$ cat src/rtl/character_sprite_renderer.sv
// character_sprite_renderer
//   Converts the latched character display id and position into synchronous
//   sprite ROM fetches during the VGA scan. It then returns a transparency-masked
//   sprite pixel three cycles after each scan pixel.
//   Optional build macro: CHAR_MIRROR_EN. When it is defined, a left-facing
//   character reads its ROM image with the columns mirrored.
module character_sprite_renderer #(
    parameter int                     SCREEN_X_WIDTH    = 10,
    parameter int                     SCREEN_Y_WIDTH    = 10,
    parameter int                     SPRITE_SIZE_LOG2  = 5,
    parameter int                     COLOR_WIDTH       = 12,
    parameter logic [COLOR_WIDTH-1:0] TRANSPARENT_COLOR = 12'hF0F,
    localparam int                    ROM_ADDR_WIDTH    = 3 + 2*SPRITE_SIZE_LOG2
) (
    input  logic                      sys_clk,
    input  logic                      sys_rst,
    input  logic                      frame_start,
    input  logic                      pix_valid,
    input  logic [SCREEN_X_WIDTH-1:0] pix_x,
    input  logic [SCREEN_Y_WIDTH-1:0] pix_y,
    input  logic [SCREEN_X_WIDTH-1:0] char_x,
    input  logic [SCREEN_Y_WIDTH-1:0] char_y,
    input  logic [2:0]                char_display_id,
    input  logic                      char_facing_left,
    output logic [ROM_ADDR_WIDTH-1:0] rom_addr,
    input  logic [COLOR_WIDTH-1:0]    rom_data,
    output logic [COLOR_WIDTH-1:0]    sprite_pixel,
    output logic                      sprite_hit,
    output logic                      out_valid
);

    localparam int SPRITE_SIDE = 1 << SPRITE_SIZE_LOG2;

    // Frame shadow copies of the character state
    logic [2:0]                id_s_q;
    logic [SCREEN_X_WIDTH-1:0] x_s_q;
    logic [SCREEN_Y_WIDTH-1:0] y_s_q;

    // Pipeline state
    logic [ROM_ADDR_WIDTH-1:0] rom_addr_q, rom_addr_d;
    logic                      v1_q, h1_q, v2_q, h2_q;
    logic [COLOR_WIDTH-1:0]    sprite_pixel_q, sprite_pixel_d;
    logic                      sprite_hit_q, sprite_hit_d;
    logic                      out_valid_q;

    // Stage-1 combinational terms
    logic [SCREEN_X_WIDTH:0]     x_end;
    logic [SCREEN_Y_WIDTH:0]     y_end;
    logic                        in_box;
    logic [SPRITE_SIZE_LOG2-1:0] col, row, col_eff;

    // Latch id/position on frame_start so a sprite never changes mid-frame
    // NOTE: every register here uses <= so all flops sample pre-edge values.
    // That is why a pixel that shares a cycle with frame_start still sees the old shadow.
    always_ff @(posedge sys_clk) begin
        if (sys_rst) begin
            id_s_q <= 3'd0;
            x_s_q  <= '0;
            y_s_q  <= '0;
        end else if (frame_start) begin
            // Id 7 is not a valid display id, so treat it as IDLE_DIS_1.
            id_s_q <= (char_display_id == 3'd7) ? 3'd0 : char_display_id;
            x_s_q  <= char_x;
            y_s_q  <= char_y;
        end
    end

`ifdef CHAR_MIRROR_EN
    logic face_s_q;

    // Latch facing with the rest of the frame shadow
    always_ff @(posedge sys_clk) begin
        if (sys_rst) begin
            face_s_q <= 1'b0;
        end else if (frame_start) begin
            face_s_q <= char_facing_left;
        end
    end

    // (SIDE-1) - col is the bitwise inverse of col for a power-of-two side
    assign col_eff = face_s_q ? ~col : col;
`else
    logic unused_facing;
    assign unused_facing = char_facing_left;
    assign col_eff       = col;
`endif

    // The box end is computed one bit wider, so a sprite at the right or bottom edge never wraps to column/row 0
    assign x_end  = {1'b0, x_s_q} + (SCREEN_X_WIDTH+1)'(SPRITE_SIDE);
    assign y_end  = {1'b0, y_s_q} + (SCREEN_Y_WIDTH+1)'(SPRITE_SIDE);
    assign in_box = pix_valid
                  && (pix_x >= x_s_q) && ({1'b0, pix_x} < x_end)
                  && (pix_y >= y_s_q) && ({1'b0, pix_y} < y_end);

    // Only the low bits of the offset matter, and the subtraction wraps modulo the sprite side
    assign col = pix_x[SPRITE_SIZE_LOG2-1:0] - x_s_q[SPRITE_SIZE_LOG2-1:0];
    assign row = pix_y[SPRITE_SIZE_LOG2-1:0] - y_s_q[SPRITE_SIZE_LOG2-1:0];

    // Next ROM address and the registered output terms of stage 3
    // NOTE: every always_comb output gets a value on every path, so no latch is inferred.
    always_comb begin
        rom_addr_d     = rom_addr_q;
        sprite_hit_d   = 1'b0;
        sprite_pixel_d = '0;
        if (in_box) begin
            rom_addr_d = {id_s_q, row, col_eff};
        end
        if (v2_q && h2_q && (rom_data != TRANSPARENT_COLOR)) begin
            sprite_hit_d   = 1'b1;
            sprite_pixel_d = rom_data;
        end
    end

    // Three-stage pixel pipeline: address, ROM read, masked output
    always_ff @(posedge sys_clk) begin
        if (sys_rst) begin
            rom_addr_q     <= '0;
            v1_q           <= 1'b0;
            h1_q           <= 1'b0;
            v2_q           <= 1'b0;
            h2_q           <= 1'b0;
            out_valid_q    <= 1'b0;
            sprite_hit_q   <= 1'b0;
            sprite_pixel_q <= '0;
        end else begin
            rom_addr_q     <= rom_addr_d;
            v1_q           <= pix_valid;
            h1_q           <= in_box;
            v2_q           <= v1_q;
            h2_q           <= h1_q;
            out_valid_q    <= v2_q;
            sprite_hit_q   <= sprite_hit_d;
            sprite_pixel_q <= sprite_pixel_d;
        end
    end

    assign rom_addr     = rom_addr_q;
    assign sprite_pixel = sprite_pixel_q;
    assign sprite_hit   = sprite_hit_q;
    assign out_valid    = out_valid_q;

endmodule

$ cat config.mk
export PLATFORM = sky130hd
export DESIGN_NAME = character_sprite_renderer
export DESIGN_NICKNAME = d
export VERILOG_FILES = /design/src/rtl/character_sprite_renderer.sv
export SDC_FILE = /design/constraint.sdc
export NUM_CORES = 1
export LEC_CHECK = 0
export CORE_MARGIN = 2
export CORE_UTILIZATION = 30
export DETAILED_ROUTE_END_ITERATION = 10
export PLACE_DENSITY_LB_ADDON = 0.05
export SLEW_MARGIN = 20
export SYNTH_ARGS = -nofsm -noshare
export SYNTH_HDL_FRONTEND = slang
export SYNTH_SLANG_ARGS = --single-unit
$ cat constraint.sdc
create_clock -name sys_clk -period 5.8 [get_ports sys_clk]
set_clock_uncertainty 0.15 [all_clocks]
set_input_delay 1.74 -clock sys_clk [delete_from_list [all_inputs] [get_ports sys_clk]]
set_output_delay 1.74 -clock sys_clk [all_outputs]
set_load 0.02 [all_outputs]
==> results.json <==
{
  "synth.cell_area_mm2": 0.00294,
  "place.gp.congestion": 0.749,
  "slew_violations": 0,
  "gr-total-overflow": 0,
  "drive_above_1_share_pct": 6.15,
  "worstHoldStart": "v1_q",
  "maxSlewHeadroom_pct": 35.7,
  "totalWireLength_um": 6510,
  "area_delta_synth_final_pct": 36.3,
  "track_usage_pct": 12.7,
  "cts_tree": "yes",
  "outcome": "completed",
  "synth_top_flop_cell": "dfxtp_1",
  "clk_pin_slew_ns": 0.11,
  "postCtsResizedCells": 0,
  "layout.nets": 483,
  "ir_worst_vdd_v": 0.000106,
  "reg2reg_from": "x_s_q[5]",
  "grt_antenna_before_repair": 0,
  "grt_pass1_wl_um": 10500,
  "num_rows": 36,
  "rsz0062_at_grt": "no",
  "wl_per_cell_um": 12.4,
  "yosysUniqueCellTypes": 42,
  "crit_chain": "clkdlybuf4s50_1 -> inv_1 -> ha_1 -> fa_1 -> nor2b_1 -> o21ai_0 -> a31oi_1 -> o22ai_1 -> or4_1 -> mux2_4",
  "worst_slew_pin_slew_ns": 0.965,
  "place_area_mm2": 0.00392,
  "min_period_over_period_pct": 76.8,
  "fmax_ghz": 0.225,
  "drc": 0,
  "diodes": 0,
  "synth.top_cells.by_area": "dfxtp_1 (37%), ha_1 (14%), mux2i_1 (8.8%)",
  "p_leak_nw": 1.62,
  "die_area_mm2": 0.0106,
  "setup_tns_ns": 0,
  "cpMaxStageDelayCell": "or4_1",
  "numCtsBuffers": 5,
  "fp.dieH_um": 103,
  "grt_pass1_vias": 2243,
  "htree_levels": 2,
  "cts-root-buf": "clkbuf_8",
  "maxCapViolCount": 0,
  "core_area_mm2": 0.00964,
  "holdPathStages": 1,
  "via_per_inst": 4.40,
  "port_buffers": 85,
  "drtIter0Drc": 55,
  "n_fill_cell": 1039,
  "synth_seq_cells": 54,
  "hpwl_um": 4910,
  "cts_buffer_depth": 2,
  "synth_largest_area_cell": "dfxtp_1",
  "initial_core_util_pct": 30.5,
  "synth_nets": 401,
  "crit_family": "simple AND/OR/NAND/NOR gates",
  "avgSynthCellArea_um2": 9.59,
  "final_cell_area_mm2": 0.00401,
  "ant_nets": 0,
  "die_w_um": 103,
  "drt-pass1-iter-count": 4,
  "grt_max_degree": 55,
  "worst-path-buf-inv": 2,
  "setup.worst_path.class": "in2reg",
  "cpPeakStageDelay_ns": 0.72,
  "cp_num_cells": 10,
  "startpoint_type": "primary input",
  "hold_viol": 0,
  "clkLatencyLatePin_ns": 0.32,
  "synth_top_area_share_pct": 36.7,
  "seq_area_frac_synth_pct": 36.7,
  "cts.sinks": 54,
  "finalSetupViolCount": 0,
  "arrival_ns": 4.52,
  "vias": 2299,
  "synthCells": 307,
  "yosys_warnings": 0,
  "ios": 87,
  "critical_path_required_ns": 5.86,
  "cts_hold_buf": 0,
  "r2r_cells": 9,
  "async_reset_ff_share_pct": 0,
  "hold_path_class": "reg2reg",
  "path_max_fanout": 7,
  "synth_edf_count": 0,
  "power.density_mw_per_mm2": 197,
  "cts_setup_buffers": 0,
  "min_period_ns": 4.45,
  "worstSetupStartpoint": "pix_y[0]",
  "critPathCaptureType": "flip-flop"
}
[per-layer routing]
metal	part of all wire, %	GRT usage [%]
met5	0	0
met2	46	20.9
met4	1.2	3.64
met3	4.7	2.58
met1	48	16.9
[cell usage in the layout (no fill, tap or decap), drive strengths merged, types with 2 or more instances in the layout]
master / n
a21oi: 16
and2: 12
and4b: 2
buf: 2
clkbuf: 5
clkdlybuf4s50: 84
dfxtp: 54
fa: 2
ha: 32
inv: 26
mux2: 7
mux2i: 26
nand2: 6
nand2b: 14
nand3: 8
nand4: 4
nand4b: 2
nor2: 27
nor2b: 16
nor3: 3
o211ai: 3
o21a: 5
o21ai: 7
o21bai: 3
or3b: 2
xnor2: 8
[logic make-up (layout without fill, tap and decap cells)]
kind of cell	after synthesis	count (layout)	share of synthesized area, %
simple gates	101	101	19.8
flops	54	54	36.7
compound gates	41	41	9.05
buf+inv	35	118	4.72
fa+ha+maj	34	34	15.0
mux	33	33	12.0
xor+xnor	9	9	2.68
[final timing paths]
kind                                     to  slack, ns
worst max-delay path            rom_addr[7]       1.35
worst min-delay path                   v2_q       0.31
worst max register to register  rom_addr[7]       2.70
worst min register to register         v2_q       0.31
[metrics by stage]
stage	total power [W]	setup slack (ns)	hold slack, ns	instances	util (%)
finish	0.000791	1.35	0.305	523	41.6
global route	0.000845	1.16	0.318	523	41.6
CTS	0.000809	1.30	0.310	523	41.6
detailed placement	0.000569	0.958	0.284	515	40.6
global placement	0.000568	0.958	0.277	515	40.6
floorplan	0.000498	1.78	0.264	307	-
[final cells by class]
| class | count | area, um2 | share of cell area (%) |
|---|---|---|---|
| sequential | 54 | 1080 | 26.9 |
| timing repair buffer | 86 | 853 | 21.3 |
| tap | 133 | 166 | 4.15 |
| clock inverter | 3 | 28.8 | 0.717 |
| inverter | 24 | 90.1 | 2.25 |
| clock buffer | 5 | 68.8 | 1.71 |
| multi-input combinational | 218 | 1720 | 43.0 |
[state kept, by name (all words and copies together), names as in the netlist, 3 cells and up]
| register | count |
|---|---|
| x_s_q | 10 |
| sprite_pixel | 12 |
| id_s_q | 3 |
| rom_addr | 13 |
| y_s_q | 10 |
[synthesized netlist by cell type (all sizes together) (2+ instances only)]
master	number
dfxtp	54
ha	32
nor2	27
mux2i	26
inv	24
a21oi	16
nor2b	16
nand2b	14
and2	12
clkbuf	8
nand3	8
xnor2	8
mux2	7
o21ai	7
nand2	6
o21a	5
nand4	4
buf	3
nor3	3
o211ai	3
o21bai	3
and4b	2
fa	2
nand4b	2
or3b	2
[where the power goes]
| part | switching [W] | total, W | internal (W) |
|---|---|---|---|
| Clock | 0.000142 | 0.000233 | 0.0000908 |
| Sequential | 0.00000843 | 0.000391 | 0.000383 |
| Combinational | 0.0000748 | 0.000166 | 0.0000917 |
(Power assumes the default switching activity.)
